**src/rtl/uart_tx_engine_if.sv**
```systemverilog
// Valid/ready word handshake into the UART transmitter.
// The producer side uses the master modport and the transmitter uses the slave modport.
interface uart_tx_engine_if #(
  parameter int DATA_W = 8
);
  logic [DATA_W-1:0] tx_data;
  logic              tx_valid;
  logic              tx_ready;

  modport master (output tx_data, output tx_valid, input tx_ready);
  modport slave  (input tx_data, input tx_valid, output tx_ready);
endinterface

```
**src/rtl/uart_tx_engine.sv**
```systemverilog
// UART transmitter: start, DATA_W data bits LSB first, optional parity, 1-2 stop bits.
// The baud timer, bit counter and shift register all sit behind a single frame FSM.
module uart_tx_engine #(
  parameter int DATA_W     = 8,
  parameter int BAUD_DIV   = 16,
  parameter int PARITY_EN  = 0,
  parameter int PARITY_ODD = 0,
  parameter int STOP_BITS  = 1
) (
  input  logic              clk,
  input  logic              reset,
  uart_tx_engine_if.slave   bus,
  output logic              tx,
  output logic              busy,
  output logic              done
);
  localparam int BW = $clog2(BAUD_DIV);
  localparam int CW = $clog2(DATA_W + 1);
  localparam logic [BW-1:0] BAUD_LAST = BW'(BAUD_DIV - 1);
  localparam logic [CW-1:0] DATA_LAST = CW'(DATA_W - 1);
  localparam logic [CW-1:0] STOP_LAST = CW'(STOP_BITS - 1);

  if (DATA_W < 5 || DATA_W > 9 || BAUD_DIV < 2 || STOP_BITS < 1 || STOP_BITS > 2 ||
      PARITY_EN < 0 || PARITY_EN > 1 || PARITY_ODD < 0 || PARITY_ODD > 1) begin : g_param_err
    $error("uart_tx_engine: illegal parameter combination");
  end

  typedef enum logic [2:0] {S_IDLE, S_START, S_DATA, S_PARITY, S_STOP} state_t;

  state_t            state_q, state_d;
  logic [BW-1:0]     baud_q, baud_d;
  logic [CW-1:0]     bit_q, bit_d;
  logic [DATA_W-1:0] shift_q, shift_d;
  logic              par_q, par_d;
  logic              tx_q, tx_d;
  logic              bit_end;

  assign bit_end = (baud_q == BAUD_LAST);

  always_comb begin
    state_d = state_q;
    baud_d  = baud_q;
    bit_d   = bit_q;
    shift_d = shift_q;
    par_d   = par_q;
    if (state_q != S_IDLE) baud_d = bit_end ? '0 : baud_q + 1'b1;
    case (state_q)
      S_IDLE: if (bus.tx_valid) begin
        state_d = S_START;
        baud_d  = '0;
        bit_d   = '0;
        shift_d = bus.tx_data;
        par_d   = (^bus.tx_data) ^ (PARITY_ODD != 0);
      end
      S_START: if (bit_end) begin
        state_d = S_DATA;
        bit_d   = '0;
      end
      S_DATA: if (bit_end) begin
        shift_d = shift_q >> 1;
        if (bit_q == DATA_LAST) begin
          bit_d   = '0;
          state_d = (PARITY_EN != 0) ? S_PARITY : S_STOP;
        end else begin
          bit_d = bit_q + 1'b1;
        end
      end
      S_PARITY: if (bit_end) begin
        state_d = S_STOP;
        bit_d   = '0;
      end
      S_STOP: if (bit_end) begin
        if (bit_q == STOP_LAST) begin
          state_d = S_IDLE;
          bit_d   = '0;
        end else begin
          bit_d = bit_q + 1'b1;
        end
      end
      default: state_d = S_IDLE;
    endcase
    // tx is registered from the state being entered so it lines up with the state flop
    case (state_d)
      S_START:  tx_d = 1'b0;
      S_DATA:   tx_d = shift_d[0];
      S_PARITY: tx_d = par_d;
      default:  tx_d = 1'b1;
    endcase
  end

  always_ff @(posedge clk or negedge reset) begin
    if (!reset) begin
      state_q <= S_IDLE;
      baud_q  <= '0;
      bit_q   <= '0;
      shift_q <= '0;
      par_q   <= 1'b0;
      tx_q    <= 1'b1;
    end else begin
      state_q <= state_d;
      baud_q  <= baud_d;
      bit_q   <= bit_d;
      shift_q <= shift_d;
      par_q   <= par_d;
      tx_q    <= tx_d;
    end
  end

  assign tx           = tx_q;
  assign bus.tx_ready = (state_q == S_IDLE);
  assign busy         = (state_q != S_IDLE);
  assign done         = (state_q == S_STOP) && bit_end && (bit_q == STOP_LAST);
endmodule

```
**src/flat_wrapper.sv**
```systemverilog
// flat-port wrapper written by rule: the top's interface ports become plain ports
module uart_tx_engine_flat 
#(
  parameter int DATA_W     = 8,
  parameter int BAUD_DIV   = 16,
  parameter int PARITY_EN  = 0,
  parameter int PARITY_ODD = 0,
  parameter int STOP_BITS  = 1
)
  (clk, reset, tx, busy, done, bus_tx_data, bus_tx_valid, bus_tx_ready);
  uart_tx_engine_if #(.DATA_W(DATA_W)) bus_i ();
  input  logic clk;
  input  logic reset;
  output logic tx;
  output logic busy;
  output logic done;
  input wire logic [$bits(bus_i.tx_data)-1:0] bus_tx_data;
  input wire logic [$bits(bus_i.tx_valid)-1:0] bus_tx_valid;
  output wire logic [$bits(bus_i.tx_ready)-1:0] bus_tx_ready;
  assign bus_i.tx_data = bus_tx_data;
  assign bus_i.tx_valid = bus_tx_valid;
  assign bus_tx_ready = bus_i.tx_ready;
  uart_tx_engine #(.DATA_W(DATA_W), .BAUD_DIV(BAUD_DIV), .PARITY_EN(PARITY_EN), .PARITY_ODD(PARITY_ODD), .STOP_BITS(STOP_BITS)) u_core (.clk(clk), .reset(reset), .bus(bus_i), .tx(tx), .busy(busy), .done(done));
endmodule
```
**config.mk**
```make
export PLATFORM = sky130hd
export DESIGN_NAME = uart_tx_engine_flat
export DESIGN_NICKNAME = d
export VERILOG_FILES = /design/src/rtl/uart_tx_engine_if.sv /design/src/rtl/uart_tx_engine.sv /design/src/flat_wrapper.sv
export SDC_FILE = /design/constraint.sdc
export NUM_CORES = 1
export LEC_CHECK = 0
export ABC_CLOCK_PERIOD_IN_PS = 1900
export CAP_MARGIN = 5
export CORE_ASPECT_RATIO = 1.4
export CORE_MARGIN = 8
export CORE_UTILIZATION = 51
export CTS_BUF_LIST = sky130_fd_sc_hd__clkbuf_8
export DETAILED_ROUTE_END_ITERATION = 8
export GPL_TIMING_DRIVEN = 1
export HOLD_SLACK_MARGIN = 0.15
export MAX_ROUTING_LAYER = met4
export PLACE_DENSITY = 0.78
export SYNTH_ARGS = -nofsm -noshare
export SYNTH_HDL_FRONTEND = slang
export SYNTH_SLANG_ARGS = --single-unit
```
**constraint.sdc**
```tcl
create_clock -name clk -period 1.9 [get_ports clk]
set_clock_uncertainty 0.15 [all_clocks]
set_input_delay 0.19 -clock clk [delete_from_list [all_inputs] [get_ports clk]]
set_output_delay 0.19 -clock clk [all_outputs]
set_load 0.01 [all_outputs]
```
==> results.yml <==
global_route:
  grt_use_total_pct: 14.2
  grt_max_degree: 22
  use_met2_pct: 24.4
  grt_pass1_wl_microns: 4730
  top_usage_layer: "met2"
  grt_antenna_before_repair: 0
  grt.met3_usage_pct: 2.62
  gr-usage-met1_pct: 15.6
  grt_pass1_vias: 1116
  grt_overflow: 0
status:
  outcome: "finished with violations"
  violations: "negative setup slack"
setup_path:
  r2r_slack_ns: -0.09
  cp.arrival_ns: 2.04
  cp_data_required_time_ns: 1.94
  cp-start-kind: "register"
  cp_cell_sequence: "buf_6 > ha_4 > and3b_1 > or2_1 > a21oi_2 > or4b_1 > nand3_1"
  end_kind: "register"
  reg2reg_depth: 7
  crit_start: "u_core.bit_q[0]"
  regToRegStartpoint: "u_core.bit_q[0]"
  crit_type: "register to register"
  crit_path_max_fanout: 2
  max_stage_delay_ns: 0.44
  slowest_stage: "or4b_1"
  r2r_end: "u_core.bit_q[3]"
timing:
  finalHoldViolCount: 0
  maxSlewHeadroom_pct: 74.0
  worst_pin_slew_ns: 0.390
  rsz0062_at_grt: "true"
  finalWorstSetupSlack_ns: -0.0911
  fin_tns_setup_ns: -0.178
  max_freq_mhz: 502
  setup_viol: 4
  drv_slew: 0
  period_share_pct: 105
  fin_crit_ns: 1.99
  whs_ns: 0.349
synthesis:
  ys_ff_latch: 21
  netlist_area_sq_mm: 0.00116
  synthFlopType: "dfrtp_1"
  ys_seq_area_share_pct: 45.5
  syn-instance-count: 124
  yosysUniqueCellTypes: 39
  async_flop_share_pct: 100
  syn_area_per_cell_sq_um: 9.34
  yosys_warnings: 0
  synth.most_common_cell: "nand2_1"
  synth_nets: 138
  synth_top_area_cell: "dfrtp_1"
  synth_top_area_share_pct: 43.2
  synth_common_cells: "nand2_1 (21), dfrtp_1 (20), xnor2_1 (7)"
  synth_edf_count: 0
  synth_top_cells_by_area: "dfrtp_1 (43%), nand2_1 (6.8%), xnor2_1 (5.3%)"
placement:
  gp_congestion: 0.833
  portBuffers: 14
  dp_slack_ns: -0.123
  place_area_sq_mm: 0.00149
  dp_hpwl_microns: 1970
routing:
  drc: 0
  drt-total-wl_microns: 2920
  dr.pass1.iters: 4
  ant_nets: 0
  drt_iter0_drc: 55
  via_per_inst: 5.63
  vias: 1097
  detail_route.wl_per_cell_microns: 14.9
min_path:
  hold-path-endpoint: "u_core.shift_q[4]"
  hold_depth: 2
  hold_start: "u_core.shift_q[4]"
  hold_path_class: "register to register"
floorplanning:
  die_x_microns: 56.3
  core.rowCount: 20
  core_sq_mm: 0.00215
  die-area_sq_mm: 0.00407
  pin_count: 15
  start_util_pct: 53.8
  die_h_microns: 72.4
power_and_ir_drop:
  vdd_ir_drop_max_v: 0.000870
  swShare_pct: 37.7
  p_switching_uw: 859
  p_clk_share_pct: 12.4
  powerDensity_mw_per_mm2: 1360
  p_leak_uw: 0.000768
  p_comb_share_pct: 52.9
  intPower_uw: 1420
  power_frac_seq_pct: 34.7
clocking:
  clock_latency_ns: 0.25
  cts_root_buf: "clkbuf_8"
  path_clk_slew_ns: 0.07
  cts_buffers: 3
  cts.sinks: 21
  cts_tree: "done"
  cts_buffer_depth: 2
  h-tree-depth: 1
cells_and_area:
  antenna_cells: 0
  design_area_sq_mm: 0.00168
  fin_nets: 188
  area_delta_synth_final_pct: 44.8
  final_util_pct: 78.0
  drive_above_1_share_pct: 32.9
job:
  cap_violations: 0
layout make-up:
| cell class | count | area [sq um] |
|---|---|---|
| Multi-Input combinational cell | 93 | 646 |
| Sequential cell | 21 | 528 |
| Fill cell | 134 | 474 |
| Timing Repair Buffer | 48 | 405 |
| Clock buffer | 3 | 41.3 |
| Tap cell | 22 | 27.5 |
| Inverter | 7 | 26.3 |
| Clock inverter | 1 | 3.75 |
power by group through the flow:
stage / Sequential, uW / Clock, uW / Combinational (uW)
floorplan: 783 / 0 / 547
global placement: 771 / 0 / 940
detailed placement: 777 / 0 / 982
CTS: 775 / 295 / 1030
global route: 815 / 306 / 1310
finish: 791 / 282 / 1200
how the worst max path moves through the flow:
stage | endpoint | slack, ns
after global placement | done | -0.08
after global routing | u_core.bit_q[3] | -0.14
after detailed placement | done | -0.12
after CTS | u_core.bit_q[3] | -0.05
final | u_core.bit_q[3] | -0.09
after floorplan | u_core.bit_q[3] | 0.02
kinds of logic after synthesis:
logic type	count (synthesis)	share of synthesized area, %
AND/OR/NAND/NOR	51	24.2
adder cells (fa/ha/maj)	3	3.24
buffers and inverters	10	3.89
flip-flops	21	45.5
AO/OA/AOI/OAI	32	17.9
XOR/XNOR	7	5.29
metrics by stage:
stage | total power (uW) | std cells
floorplan | 1330 | 124
global placement | 1710 | 181
detailed placement | 1760 | 181
CTS | 2100 | 188
global route | 2440 | 195
finish | 2280 | 195
registers in the layout, indices dropped and copies added, names as in the netlist:
register,cells
u_core.bit_q,4
u_core.tx,1
u_core.baud_q,4
u_core.state_q,3
u_core.shift_q,8
u_core.par_q,1
worst max-delay path, delay by kind of cell, from the launching register on:
family	cells	cell delay, ns
fa+ha+maj	1	0.15
compound gates	1	0.16
flops	1	0.41
buf+inv	1	0.13
simple gates	4	0.93
layer usage:
layer	wire length, microns	vias up
li1	-	535
met1	1260	523
met2	1500	37
met3	139	2
met4	22	0
met5	0	-
timing repair:
action | CTS | global route
gates resized for setup | 11 | 13
setup endpoints to repair | 5 | 7
hold endpoints to repair | 20 | 0
setup buffers | 2 | 7
hold buffers | 1 | 0
pin swaps | 1 | 8
cells in the final DEF, fill, tap and decap left out, types with 2 or more instances in the layout:
cell / count
o21ai_0: 4
a22oi_1: 6
nor3_2: 2
nand3b_1: 3
a21oi_1: 5
clkbuf_8: 3
buf_6: 3
o21ai_2: 3
inv_1: 7
xnor2_1: 7
o21ai_1: 4
o31ai_1: 2
or3b_4: 2
nand2b_1: 2
nand3_1: 3
buf_4: 30
nand2_1: 20
clkdlybuf4s50_1: 11
dfrtp_1: 19
nor2_1: 6
Power figures use the tool's default switching activity.
